## src/rtl/lru_repl_sequencer.sv

```systemverilog
// ---------------------------------------------------------------------------
// lru_repl_sequencer
//
// Runs one cache access at a time through the shared single-port LRU state
// memory and the line-fill path. A hit reads the LRU row and marks the hit
// way most-recent. A miss reads the LRU row, latches the victim way,
// optionally writes it back (dirty), refills it, then marks it most-recent.
// The lru_* ports connect straight to LRU_Unit.
//
// Ports
//   clk_i, rst_ni        clock (rising edge), asynchronous active-low reset
//   req_valid_i/ready_o  request handshake; ready only while idle
//   req_index_i          set index of the access
//   req_hit_i/req_way_i  hit flag and hit way (way ignored on a miss)
//   victim_dirty_i       victim line dirty, sampled in DECIDE
//   lru_addr_o           LRU row address, held for the whole access
//   lru_way_o/lru_we_o   way to mark most-recent and its one-cycle write strobe
//   lru_victim_i         least-recently-used way read back from LRU_Unit
//   evict_req_o/way_o    level writeback request and the victim way
//   evict_done_i         writeback complete pulse
//   refill_req_o         level refill request into evict_way_o
//   refill_done_i        refill complete pulse
//   resp_valid_o/way_o   one-cycle completion pulse and the way holding the line
//   err_o                sticky timeout flag, cleared by the next accepted request
// ---------------------------------------------------------------------------
module lru_repl_sequencer #(
    parameter int NUM_WAYS_SQRT = 2,
    parameter int INDEX_WIDTH   = 12,
    parameter int TIMEOUT       = 255
) (
    input  logic                     clk_i,
    input  logic                     rst_ni,
    input  logic                     req_valid_i,
    output logic                     req_ready_o,
    input  logic [INDEX_WIDTH-1:0]   req_index_i,
    input  logic                     req_hit_i,
    input  logic [NUM_WAYS_SQRT-1:0] req_way_i,
    input  logic                     victim_dirty_i,
    output logic [INDEX_WIDTH-1:0]   lru_addr_o,
    output logic [NUM_WAYS_SQRT-1:0] lru_way_o,
    output logic                     lru_we_o,
    input  logic [NUM_WAYS_SQRT-1:0] lru_victim_i,
    output logic                     evict_req_o,
    output logic [NUM_WAYS_SQRT-1:0] evict_way_o,
    input  logic                     evict_done_i,
    output logic                     refill_req_o,
    input  logic                     refill_done_i,
    output logic                     resp_valid_o,
    output logic [NUM_WAYS_SQRT-1:0] resp_way_o,
    output logic                     err_o
);

    typedef enum logic [2:0] {
        IDLE,
        LRU_RD,
        DECIDE,
        EVICT,
        REFILL,
        LRU_UPD,
        RESP
    } state_t;

    // The wait counter starts at zero in the first EVICT/REFILL cycle, so the
    // last permitted cycle is the one where it reads TIMEOUT-1.
    localparam logic [7:0] CNT_LAST = 8'(TIMEOUT - 1);

    state_t                   state_q, state_d;
    logic [INDEX_WIDTH-1:0]   index_q;
    logic                     hit_q;
    logic [NUM_WAYS_SQRT-1:0] way_q;
    logic [NUM_WAYS_SQRT-1:0] victim_q;
    logic [7:0]               cnt_q;
    logic                     err_q;

    logic                     accept;
    logic                     cnt_clear;
    logic                     timeout;
    logic [NUM_WAYS_SQRT-1:0] upd_way;

    // Way that ends up most-recent: the hit way, or the latched victim on a miss.
    assign upd_way = hit_q ? way_q : victim_q;

    always_comb begin
        state_d      = state_q;
        accept       = 1'b0;
        cnt_clear    = 1'b0;
        timeout      = 1'b0;
        req_ready_o  = 1'b0;
        lru_we_o     = 1'b0;
        evict_req_o  = 1'b0;
        refill_req_o = 1'b0;
        resp_valid_o = 1'b0;
        resp_way_o   = '0;
        case (state_q)
            IDLE: begin
                req_ready_o = 1'b1;
                if (req_valid_i) begin
                    accept  = 1'b1;
                    state_d = LRU_RD;
                end
            end
            LRU_RD: begin
                state_d = hit_q ? LRU_UPD : DECIDE;
            end
            DECIDE: begin
                cnt_clear = 1'b1;
                state_d   = victim_dirty_i ? EVICT : REFILL;
            end
            EVICT: begin
                // evict_done_i wins over a simultaneous refill_done_i, which
                // is simply not looked at in this state.
                evict_req_o = 1'b1;
                if (evict_done_i) begin
                    cnt_clear = 1'b1;
                    state_d   = REFILL;
                end else if (cnt_q == CNT_LAST) begin
                    timeout = 1'b1;
                    state_d = LRU_UPD;
                end
            end
            REFILL: begin
                refill_req_o = 1'b1;
                if (refill_done_i) begin
                    state_d = LRU_UPD;
                end else if (cnt_q == CNT_LAST) begin
                    timeout = 1'b1;
                    state_d = LRU_UPD;
                end
            end
            LRU_UPD: begin
                lru_we_o = 1'b1;
                state_d  = RESP;
            end
            RESP: begin
                resp_valid_o = 1'b1;
                resp_way_o   = upd_way;
                state_d      = IDLE;
            end
            default: begin
                state_d = IDLE;
            end
        endcase
    end

    always_ff @(posedge clk_i or negedge rst_ni) begin
        if (!rst_ni) begin
            state_q  <= IDLE;
            index_q  <= '0;
            hit_q    <= 1'b0;
            way_q    <= '0;
            victim_q <= '0;
            cnt_q    <= '0;
            err_q    <= 1'b0;
        end else begin
            state_q <= state_d;
            if (accept) begin
                index_q <= req_index_i;
                hit_q   <= req_hit_i;
                way_q   <= req_way_i;
            end
            if (state_q == DECIDE) begin
                victim_q <= lru_victim_i;
            end
            if (cnt_clear) begin
                cnt_q <= '0;
            end else if (state_q == EVICT || state_q == REFILL) begin
                cnt_q <= cnt_q + 8'd1;
            end
            if (accept) begin
                err_q <= 1'b0;
            end else if (timeout) begin
                err_q <= 1'b1;
            end
        end
    end

    assign lru_addr_o  = index_q;
    assign lru_way_o   = upd_way;
    assign evict_way_o = victim_q;
    assign err_o       = err_q;

endmodule

```

## config.mk

```make
export PLATFORM = sky130hd
export DESIGN_NAME = lru_repl_sequencer
export DESIGN_NICKNAME = d
export VERILOG_FILES = /design/src/rtl/lru_repl_sequencer.sv
export SDC_FILE = /design/constraint.sdc
export NUM_CORES = 1
export LEC_CHECK = 0
export ABC_AREA = 1
export BUFFER_PORTS_ARGS = -buffer_cell sky130_fd_sc_hd__buf_4
export CORE_UTILIZATION = 50
export CTS_CLUSTER_DIAMETER = 200
export DETAILED_ROUTE_END_ITERATION = 16
export PLACE_DENSITY = 0.78
export SYNTH_ARGS = -nofsm -noshare
export SYNTH_HDL_FRONTEND = slang
export SYNTH_SLANG_ARGS = --single-unit
```

## constraint.sdc

```tcl
create_clock -name clk_i -period 1.4 [get_ports clk_i]
set_input_delay 0 -clock clk_i [delete_from_list [all_inputs] [get_ports clk_i]]
set_output_delay 0 -clock clk_i [all_outputs]
set_load 0.01 [all_outputs]
```

==> impl_metrics.json, run 1 <==
{
  "status": "completed",
  "first_pass_grt_wire_length_um": 6200,
  "grt_usage_pct": 25.6,
  "tritoncts_clock_tree": "done",
  "floorplan.rows": 19,
  "final_min_period_over_clock_period_pct": 94.9,
  "syn_avg_cell_area_um2": 7.68,
  "die_outline_width_um": 56.7,
  "cp_data_arrival_time_ns": 1.33,
  "fmaxAchievable_mhz": 753,
  "ff2ff_setup_slack_ns": 0.13,
  "yosys_register_bits": 29,
  "netlist.area_leader.share_pct": 48.5,
  "crit-reg2reg-capture": "state_q[0]$_DFFE_PN0P_",
  "wl_um": 3800,
  "max-slew-margin-rel_pct": 74.5,
  "avgRoutedWirePerCell_um": 12.5,
  "fillers": 213,
  "ys.warnings.count": 0,
  "synth_top_cells_by_area": "sky130_fd_sc_hd__dfrtp_1, sky130_fd_sc_hd__nand2_1, sky130_fd_sc_hd__nor2_1, sky130_fd_sc_hd__inv_1, sky130_fd_sc_hd__nand2_2",
  "timing.setup.critical_path_class": "flop to output port",
  "synthCells": 195,
  "synth.net_count": 220,
  "starting_density_of_the_core_pct": 53.4,
  "holdPathStages": 6,
  "drv_slew": 0,
  "netlist-cell-type-count": 24,
  "grt_antenna_before_repair": 0,
  "synth.cell_area_mm2": 0.00150,
  "routabilityCongestion": 0.801,
  "final_layout_size_suffix_gt1_share_pct": 30.7,
  "cts_max_path_buffers": 2,
  "place_hpwl_um": 2240,
  "sink_count": 29,
  "cp_data_required_time_ns": 1.40,
  "clock_skew_ns": 0.00516,
  "most-common-layout-cells": "sky130_fd_sc_hd__nand2_1, sky130_fd_sc_hd__buf_4, sky130_fd_sc_hd__dfrtp_1",
  "die_height_um": 56.7,
  "multi_input_comb_area_um2": 677,
  "hold_viol_final": 0,
  "pin_count_of_the_biggest_net_entering_global_routing": 30,
  "timing_worst_slew_pin_value_ns": 0.382,
  "synth_seq_area_share_pct": 48.5,
  "rsz0062_at_grt": "no",
  "synthDominantAreaCellType": "sky130_fd_sc_hd__dfrtp_1",
  "area_growth_pct": 45.4,
  "layout.area.seq_um2": 728,
  "remaining_drc_errors": 0,
  "cts.htree.levels": 2,
  "drt_pre_antenna_iters": 4,
  "rr_startpoint": "cnt_q[0]$_DFFE_PN0P_",
  "antenna_cells_inserted": 0,
  "design.die.area_mm2": 0.00322,
  "setup-tns-final_ns": 0,
  "core_region_area_mm2": 0.00281,
  "worstSetupStartpointType": "flop",
  "io_pins": 47,
  "first_global_vias": 1454,
  "clock_insertion_delay_worst_skew_ns": 0.33,
  "reg2regPathDepth": 8,
  "power.ir.vdd_worst_v": 0.00118,
  "drv_cap": 0,
  "cts-root-buf": "sky130_fd_sc_hd__clkbuf_4",
  "cts_made_buffers": 5,
  "post-layout-total-power_w": 0.00412,
  "cts_clock_pin_slew_for_the_worst_setup_and_hold_paths_ns": 0.09,
  "final_nets": 298,
  "num_vias": 1513,
  "hp-class": "input port to flop",
  "post_drt_via_cell_ratio": 4.96,
  "worst-path-max-fanout": 3,
  "timing.hold.worst.start": "refill_done_i",
  "kind_of_end_point_of_the_critical_path": "output port",
  "power.leakage_nw": 1.19,
  "min_delay_worst_endpoint": "err_o$_DFFE_PN0P_",
  "setup_viol": 0,
  "finalCriticalPeriod_ns": 1.33,
  "first_iter_violations": 42,
  "port_buffers": 46,
  "pd_cells_mw_per_mm2": 1890,
  "drtAntennaViolNets": 0,
  "layout.cells.most_common": "sky130_fd_sc_hd__nand2_1",
  "grt-ovfl-total": 0
}
flip-flops by register name (all words and copies together), names as in the netlist:
register     cells
err_o            1
cnt_q            8
hit_q            1
state_q          3
evict_way_o      2
lru_addr_o      12
way_q            2
worst max-delay path, stage by stage, from the launching register on:
cell,delay (ns)
sky130_fd_sc_hd__dfrtp_2,0.47
sky130_fd_sc_hd__nor3_4,0.23
sky130_fd_sc_hd__inv_2,0.06
sky130_fd_sc_hd__a21oi_1,0.11
sky130_fd_sc_hd__buf_4,0.13
synthesized netlist by cell type (all sizes together):
master,n
a21oi,7
buf,2
dfrtp,29
ha,2
inv,20
nand2,92
nand3,8
nand3b,1
nand4,5
nor2,19
nor3,2
o21ai,7
xor2,1
metrics by stage:
stage                     utilization [%]  cells  worst slack (ns)  hold slack [ns]  instance area [µm²]
after floorplan                         -    195             0.209           -0.296                 1500
after global placement               66.1    270             0.135          -0.0562                 1850
after detailed placement             66.1    270             0.114          -0.0546                 1850
after CTS                            76.0    301            0.0379           0.0455                 2130
after global routing                 77.7    305           0.00405           0.0684                 2180
final                                77.7    305            0.0711           0.0561                 2180
routing by layer:
layer / routed length (µm) / vias to the layer above / share of wire, % / global-route usage [%]
met5: 0 / - / 0 / 0
met4: 99 / 0 / 2.6 / 10.8
met3: 203 / 12 / 5.3 / 7.37
met2: 1890 / 47 / 50 / 44.7
met1: 1610 / 682 / 42 / 29.0
li1: - / 772 / - / -
final cells by class:
type                            instances  share of cell area, %
Timing Repair Buffer                   73                   27.6
Sequential cell                        29                   33.4
Clock inverter                          2                  0.460
Tap cell                               31                   1.78
Multi-Input combinational cell        144                   31.1
Clock buffer                            6                   1.90
Inverter                               20                   3.79
kinds of logic (layout without fill, tap and decap cells):
kind of cell / Yosys count / in the layout / share of synthesized area (%)
compound gates: 14 / 14 / 5.18
simple gates: 127 / 127 / 36.9
flops: 29 / 29 / 48.5
xor+xnor: 1 / 1 / 0.585
buf+inv: 22 / 101 / 7.19
fa+ha+maj: 2 / 2 / 1.67
worst max path at each step:
| stage | from | end | slack (ns) | cells past startpoint |
|---|---|---|---|---|
| floorplan | state_q[1]$_DFFE_PN0P_ | lru_addr_o[10]$_DFFE_PN0P_ | 0.21 | 7 |
| global route | cnt_q[0]$_DFFE_PN0P_ | state_q[0]$_DFFE_PN0P_ | 0.004 | 8 |
| global placement | state_q[1]$_DFFE_PN0P_ | hit_q$_DFFE_PN0P_ | 0.13 | 6 |
| CTS | state_q[0]$_DFFE_PN0P_ | resp_way_o[1] | 0.04 | 4 |
| detailed placement | state_q[1]$_DFFE_PN0P_ | hit_q$_DFFE_PN0P_ | 0.11 | 6 |
| finish | state_q[0]$_DFFE_PN0P_ | resp_way_o[1] | 0.07 | 4 |
power breakdown:
group	internal, W	total (W)	switching (W)
clock	0.000191	0.000496	0.000305
sequential	0.00120	0.00152	0.000313
combinational	0.000924	0.00210	0.00118
repair_timing:
item | in CTS | in global routing
setup endpoints to repair | 2 | 4
buffers inserted | 2 | 4
resized for setup | 1 | 8
hold buffers | 21 | 0
gates cloned | 0 | 0
pin swaps | 0 | 1
hold endpoints to repair | 48 | 0
No activity file was read; power rests on OpenSTA's default activity.
==> run 2, diff against run 1 <==
--- a/config.mk
+++ b/config.mk
@@ -8,8 +8,8 @@
 export ABC_AREA = 1
 export BUFFER_PORTS_ARGS = -buffer_cell sky130_fd_sc_hd__buf_4
-export CORE_UTILIZATION = 50
+export CORE_UTILIZATION = 29
 export CTS_CLUSTER_DIAMETER = 200
 export DETAILED_ROUTE_END_ITERATION = 16
-export PLACE_DENSITY = 0.78
+export PLACE_DENSITY = 0.5
 export SYNTH_ARGS = -nofsm -noshare
 export SYNTH_HDL_FRONTEND = slang
==> constraint.sdc (replaced) <==
create_clock -name clk_i -period 1.4 [get_ports clk_i]
set_input_delay 0.28 -clock clk_i [delete_from_list [all_inputs] [get_ports clk_i]]
set_output_delay 0.28 -clock clk_i [all_outputs]
set_load 0.01 [all_outputs]
==> run 2 against run 1 <==
The flow now finishes with violations (negative setup slack). Die area is 70% higher. Clock skew is 0.0013 ns lower. Register-to-register slack lost 0.12 ns. Clock power up 80%. Non-clock buffer count decreased by 14. Routed wire length increased by 4.1%. Cell area is 8.6% higher. Flip-flop and latch count is the same. Sequential power hardly changed. Critical path depth is 1 higher. Core utilization decreased by 29 points. Clock-buffer cell count up 1. Critical path type unchanged. Highest routed layer unchanged.
==> impl_metrics.json, run 2 (synthesized netlist as in run 1, its figures left out) <==
{
  "cts-root-buf": "sky130_fd_sc_hd__clkbuf_8",
  "cts_max_path_buffers": 2,
  "grt-ovfl-total": 0,
  "final_nets": 289,
  "cts_clock_pin_slew_for_the_worst_setup_and_hold_paths_ns": 0.06,
  "place_hpwl_um": 2460,
  "setup_slack_ns": -0.105,
  "crit_chain": "buf_6, nor2_4, nand2_2, inv_2, buf_6",
  "kind_of_end_point_of_the_critical_path": "output port",
  "most-common-layout-cells": "sky130_fd_sc_hd__nand2_1, sky130_fd_sc_hd__buf_4, sky130_fd_sc_hd__dfrtp_1",
  "setup_viol": 7,
  "die_height_um": 73.9,
  "die_outline_width_um": 73.9,
  "internal-power_w": 0.00298,
  "largest_reg_flops": 12,
  "timing.hold.worst.start": "lru_victim_i[1]",
  "floorplan.rows": 25,
  "layout.cells.most_common": "sky130_fd_sc_hd__nand2_1",
  "grt_antenna_before_repair": 0,
  "tritoncts_clock_tree": "done",
  "fillers": 494,
  "rr_startpoint": "state_q[1]$_DFFE_PN0P_",
  "hold_viol_final": 0,
  "area_growth_pct": 57.9,
  "cpMostUsedCell": "sky130_fd_sc_hd__buf_6",
  "power.leakage_nw": 1.25,
  "grt_usage_pct": 14.6,
  "final_min_period_over_clock_period_pct": 107,
  "clock_skew_ns": 0.00387,
  "timing.setup.critical_path_class": "flop to output port",
  "cp_data_arrival_time_ns": 1.22,
  "clock_insertion_delay_worst_skew_ns": 0.27,
  "cpPeakStageDelay_ns": 0.44,
  "core_region_area_mm2": 0.00485,
  "timing_worst_slew_pin_value_ns": 0.383,
  "drt_pre_antenna_iters": 4,
  "power.ir.vdd_worst_v": 0.000997,
  "io_pins": 47,
  "cts_made_buffers": 5,
  "worst-path-max-fanout": 4,
  "final_layout_size_suffix_gt1_share_pct": 43.8,
  "hp-class": "input port to flop",
  "drv_slew": 0,
  "routabilityCongestion": 0.780,
  "final_util_pct": 48.8,
  "first_pass_grt_wire_length_um": 6100,
  "first_global_vias": 1399,
  "failed_checks": "negative setup slack",
  "crit_path_start": "state_q[1]$_DFFE_PN0P_",
  "p_sw_share_pct": 41.2,
  "starting_density_of_the_core_pct": 30.9,
  "num_vias": 1478,
  "remaining_drc_errors": 0,
  "sink_count": 29,
  "fmaxAchievable_mhz": 665,
  "antenna_cells_inserted": 0,
  "wl_um": 3950,
  "drtAntennaViolNets": 0,
  "status": "complete, but fails checks",
  "pd_cells_mw_per_mm2": 2140,
  "fraction_of_power_consumed_by_the_clock_network_pct": 17.6,
  "highest_delay_cell_along_the_critical_path": "sky130_fd_sc_hd__dfrtp_2",
  "cts.htree.levels": 2,
  "first_iter_violations": 68,
  "p_seq_share_pct": 30.1,
  "post-place-ws_ns": -0.00348,
  "cp_data_required_time_ns": 1.12,
  "power.switching_w": 0.00209,
  "finalCriticalPeriod_ns": 1.50,
  "post_drt_via_cell_ratio": 4.45,
  "pin_count_of_the_biggest_net_entering_global_routing": 30,
  "design.die.area_mm2": 0.00546,
  "avgRoutedWirePerCell_um": 11.9,
  "drv_cap": 0,
  "max-slew-margin-rel_pct": 74.5,
  "power.combinational.fraction_pct": 52.3,
  "port_buffers": 46,
  "worstSetupStartpointType": "flop",
  "rsz0062_at_grt": "yes"
}
run 2: power groups by stage:
stage | Combinational (W) | Clock (W) | Sequential, W
3_5_place_dp | 0.00191 | 0 | 0.00152
2_1_floorplan | 0.00110 | 0 | 0.00156
4_1_cts | 0.00227 | 0.000919 | 0.00150
3_3_place_gp | 0.00190 | 0 | 0.00153
6_report | 0.00265 | 0.000893 | 0.00152
5_1_grt | 0.00293 | 0.000950 | 0.00157
run 2: worst max-delay path, delay by kind of cell (launching register included):
kind          cells  cell delay (ns)
flops             1             0.44
simple gates      2             0.21
buf+inv           3             0.30
run 2: cell type report:
type                    instances  area (µm²)  area share [%]
well taps                      67        83.8            3.54
repair inverters                2        32.5            1.38
inverters                      20        93.8            3.97
clock inverters                 1        30.0            1.27
repair buffers                 59         479            20.3
multi-input cells             147         831            35.1
clock buffers                   7        86.3            3.65
flip-flops and latches         29         728            30.8
run 2: path summary, 6_finish.rpt:
check	endpoint	slack (ns)	cells after the start
hold / removal	evict_way_o[1]$_DFFE_PN0N_	0.20	3
min in group asynchronous	state_q[2]$_DFFE_PN0P_	0.48	2
max in group asynchronous	state_q[0]$_DFFE_PN0P_	0.62	2
setup / recovery	req_ready_o	-0.10	5
setup reg to reg	hit_q$_DFFE_PN0P_	0.01	9
hold reg to reg	lru_addr_o[9]$_DFFE_PN0P_	0.48	2
run 2: metal layers:
layer  wire length, µm  up-vias  GRT usage [%]
li1                  -      750              -
met1              1970      684           19.5
met2              1770       39           23.1
met3               188        5           4.66
met4                26        0           3.21
met5                 0        -              0
run 2: repair_timing:
item | 4_1_cts | 5_1_grt
pin swaps | 4 | 11
endpoints found under the setup margin | 7 | 35
gates resized for setup | 17 | 41
cloned | 0 | 5
buffers inserted | 9 | 1
hold buffers | 1 | 0
endpoints found under the hold margin | 29 | 0
run 2: metrics by stage:
step	total power, W	cell area (µm²)	cells	hold WS [ns]	setup TNS (ns)
finish	0.00507	2360	332	0.197	-0.586
global route	0.00546	2360	332	0.197	-1.89
CTS	0.00470	2170	326	0.187	-0.679
detailed placement	0.00344	1910	308	0.235	-0.00348
floorplan	0.00266	1500	195	-0.0156	0
global placement	0.00343	1910	308	0.237	0
==> run 3, diff against run 2 <==
Settings changed: PLACE_DENSITY 0.5 to default.
==> run 3 against run 2 <==
Total power down 6.4%. The flow still finishes with violations (negative setup slack). Flip-flop and latch count is the same. Cell count is 0.60% lower. Clock-buffer cell count unchanged. Clock power shrank 15%.
==> impl_metrics.json, run 3 (synthesized netlist as in run 1, its figures left out) <==
{
  "setup_slack_ns": -0.149,
  "drtAntennaViolNets": 0,
  "drt_pre_antenna_iters": 4,
  "first_pass_grt_wire_length_um": 5710,
  "final_util_pct": 46.0,
  "core_region_area_mm2": 0.00485,
  "layout.cells.most_common": "sky130_fd_sc_hd__nand2_1",
  "timing.hold.ws_ns": 0.194,
  "drv_cap": 0,
  "cts_made_buffers": 5,
  "rr_startpoint": "state_q[1]$_DFFE_PN0P_",
  "worstSetupStartpointType": "flop",
  "area_growth_pct": 49.0,
  "port_buffers": 46,
  "num_vias": 1467,
  "place_hpwl_um": 2450,
  "cts-root-buf": "sky130_fd_sc_hd__clkbuf_8",
  "max-slew-margin-rel_pct": 75.0,
  "setup_viol": 7,
  "rsz0062_at_grt": "yes",
  "timing_worst_slew_pin_value_ns": 0.376,
  "routabilityCongestion": 0.904,
  "fmaxAchievable_mhz": 646,
  "power.leakage_nw": 1.18,
  "internal-power_w": 0.00278,
  "cts.htree.levels": 2,
  "remaining_drc_errors": 0,
  "p_seq_share_pct": 31.9,
  "grt_usage_pct": 14.1,
  "highest_delay_cell_along_the_critical_path": "sky130_fd_sc_hd__dfrtp_2",
  "cpPeakStageDelay_ns": 0.46,
  "die_outline_width_um": 73.9,
  "cp_data_arrival_time_ns": 1.27,
  "sink_count": 29,
  "critical-path-top-delay-family": "flip-flops",
  "cts_clock_pin_slew_for_the_worst_setup_and_hold_paths_ns": 0.06,
  "p_sw_share_pct": 41.4,
  "finalCriticalPeriod_ns": 1.55,
  "final_layout_size_suffix_gt1_share_pct": 40.3,
  "largest_reg_flops": 12,
  "most-common-layout-cells": "sky130_fd_sc_hd__nand2_1, sky130_fd_sc_hd__buf_4, sky130_fd_sc_hd__dfrtp_1",
  "drv_slew": 0,
  "failed_checks": "negative setup slack",
  "tritoncts_clock_tree": "done",
  "hold_viol_final": 0,
  "first_iter_violations": 82,
  "pd_cells_mw_per_mm2": 2120,
  "clock_insertion_delay_worst_skew_ns": 0.28,
  "pin_count_of_the_biggest_net_entering_global_routing": 30,
  "crit_path_start": "state_q[0]$_DFFE_PN0P_",
  "crit_chain": "nor3_4, inv_2, a21oi_2, buf_4",
  "starting_density_of_the_core_pct": 30.9,
  "grt-ovfl-total": 0,
  "worst-path-max-fanout": 3,
  "timing.setup.critical_path_class": "flop to output port",
  "grtUsageMet3_pct": 5.49,
  "wl_um": 3690,
  "final_min_period_over_clock_period_pct": 111,
  "power.ir.vdd_worst_v": 0.000969,
  "final_nets": 287,
  "power.switching_w": 0.00196,
  "clock_skew_ns": 0.00485,
  "hp-class": "input port to flop",
  "grt_antenna_before_repair": 0,
  "floorplan.rows": 25,
  "stdcell_count": 330,
  "global_route.usage.met1_pct": 17.7,
  "antenna_cells_inserted": 0,
  "grt_util_met2_pct": 22.1,
  "cp_data_required_time_ns": 1.12,
  "die_height_um": 73.9,
  "post_drt_via_cell_ratio": 4.45,
  "kind_of_end_point_of_the_critical_path": "output port",
  "status": "complete, but fails checks",
  "critical_path_buf_inv_count": 2,
  "fraction_of_power_consumed_by_the_clock_network_pct": 15.9,
  "setup-tns-final_ns": -0.745,
  "cts_max_path_buffers": 2,
  "design.die.area_mm2": 0.00546,
  "timing.hold.worst.start": "req_index_i[9]",
  "dpl.cell_count": 307,
  "power.combinational.fraction_pct": 52.1,
  "avgRoutedWirePerCell_um": 11.2,
  "first_global_vias": 1279,
  "io_pins": 47,
  "gr-max-usage-layer": "met2"
}
[run 3: cell types whose count changed in the layout (fill, tap and decap cells not counted), sizes merged]
cell	change
bufinv	-1
buf	+1
inv	-1
nand2	-2
clkinv	+1
[run 3: path summary, 6_finish.rpt]
check / to / slack, ns / cells after the start
worst max-delay path: resp_way_o[1] / -0.15 / 4
worst min-delay path: lru_addr_o[9]$_DFFE_PN0P_ / 0.19 / 3
worst max register to register: cnt_q[4]$_DFFE_PN0P_ / 0.04 / 8
worst min register to register: lru_addr_o[0]$_DFFE_PN0P_ / 0.48 / 2
max in group asynchronous: state_q[2]$_DFFE_PN0P_ / 0.65 / 2
min in group asynchronous: hit_q$_DFFE_PN0P_ / 0.46 / 2
[run 3: power groups by stage]
stage / Clock, W / Sequential (W) / Combinational [W]
after floorplan: 0 / 0.00156 / 0.00110
after global placement: 0 / 0.00151 / 0.00189
after detailed placement: 0 / 0.00151 / 0.00191
after CTS: 0.000774 / 0.00150 / 0.00217
after global routing: 0.000816 / 0.00157 / 0.00273
final: 0.000755 / 0.00151 / 0.00247
[run 3: repair_timing]
| item | in CTS | in global routing |
|---|---|---|
| hold endpoints to repair | 29 | 0 |
| buffers inserted | 6 | 6 |
| pin swaps | 4 | 6 |
| gates resized for setup | 16 | 18 |
| gates cloned | 0 | 2 |
| hold buffers | 1 | 0 |
| endpoints found under the setup margin | 7 | 28 |
[run 3: metal layers]
metal	vias to the layer above	part of all wire, %
met4	0	1.4
met1	680	46
met2	41	47
met3	7	5.9
li1	739	-
met5	-	0
[run 3: layout make-up]
class / instances / area [µm²]
fill: 493 / 2620
multi-input combinational: 145 / 743
sequential: 29 / 728
timing repair buffer: 60 / 464
clock buffer: 7 / 96.3
inverter: 20 / 93.8
tap: 67 / 83.8
timing repair inverter: 1 / 16.3
clock inverter: 1 / 5.00
[run 3: metrics by stage]
stage / area, µm² / total power, W / worst slack, ns
after floorplan: 1500 / 0.00266 / 0.0320
after global placement: 1910 / 0.00340 / 0.100
after detailed placement: 1910 / 0.00342 / 0.0731
after CTS: 2110 / 0.00444 / -0.113
after global routing: 2230 / 0.00511 / -0.196
final: 2230 / 0.00474 / -0.149
[run 3: tightest hold or removal path: stages]
cell and delay, ns:
sky130_fd_sc_hd__buf_4 0.07, sky130_fd_sc_hd__nand2_1 0.04, sky130_fd_sc_hd__nand2_1 0.04
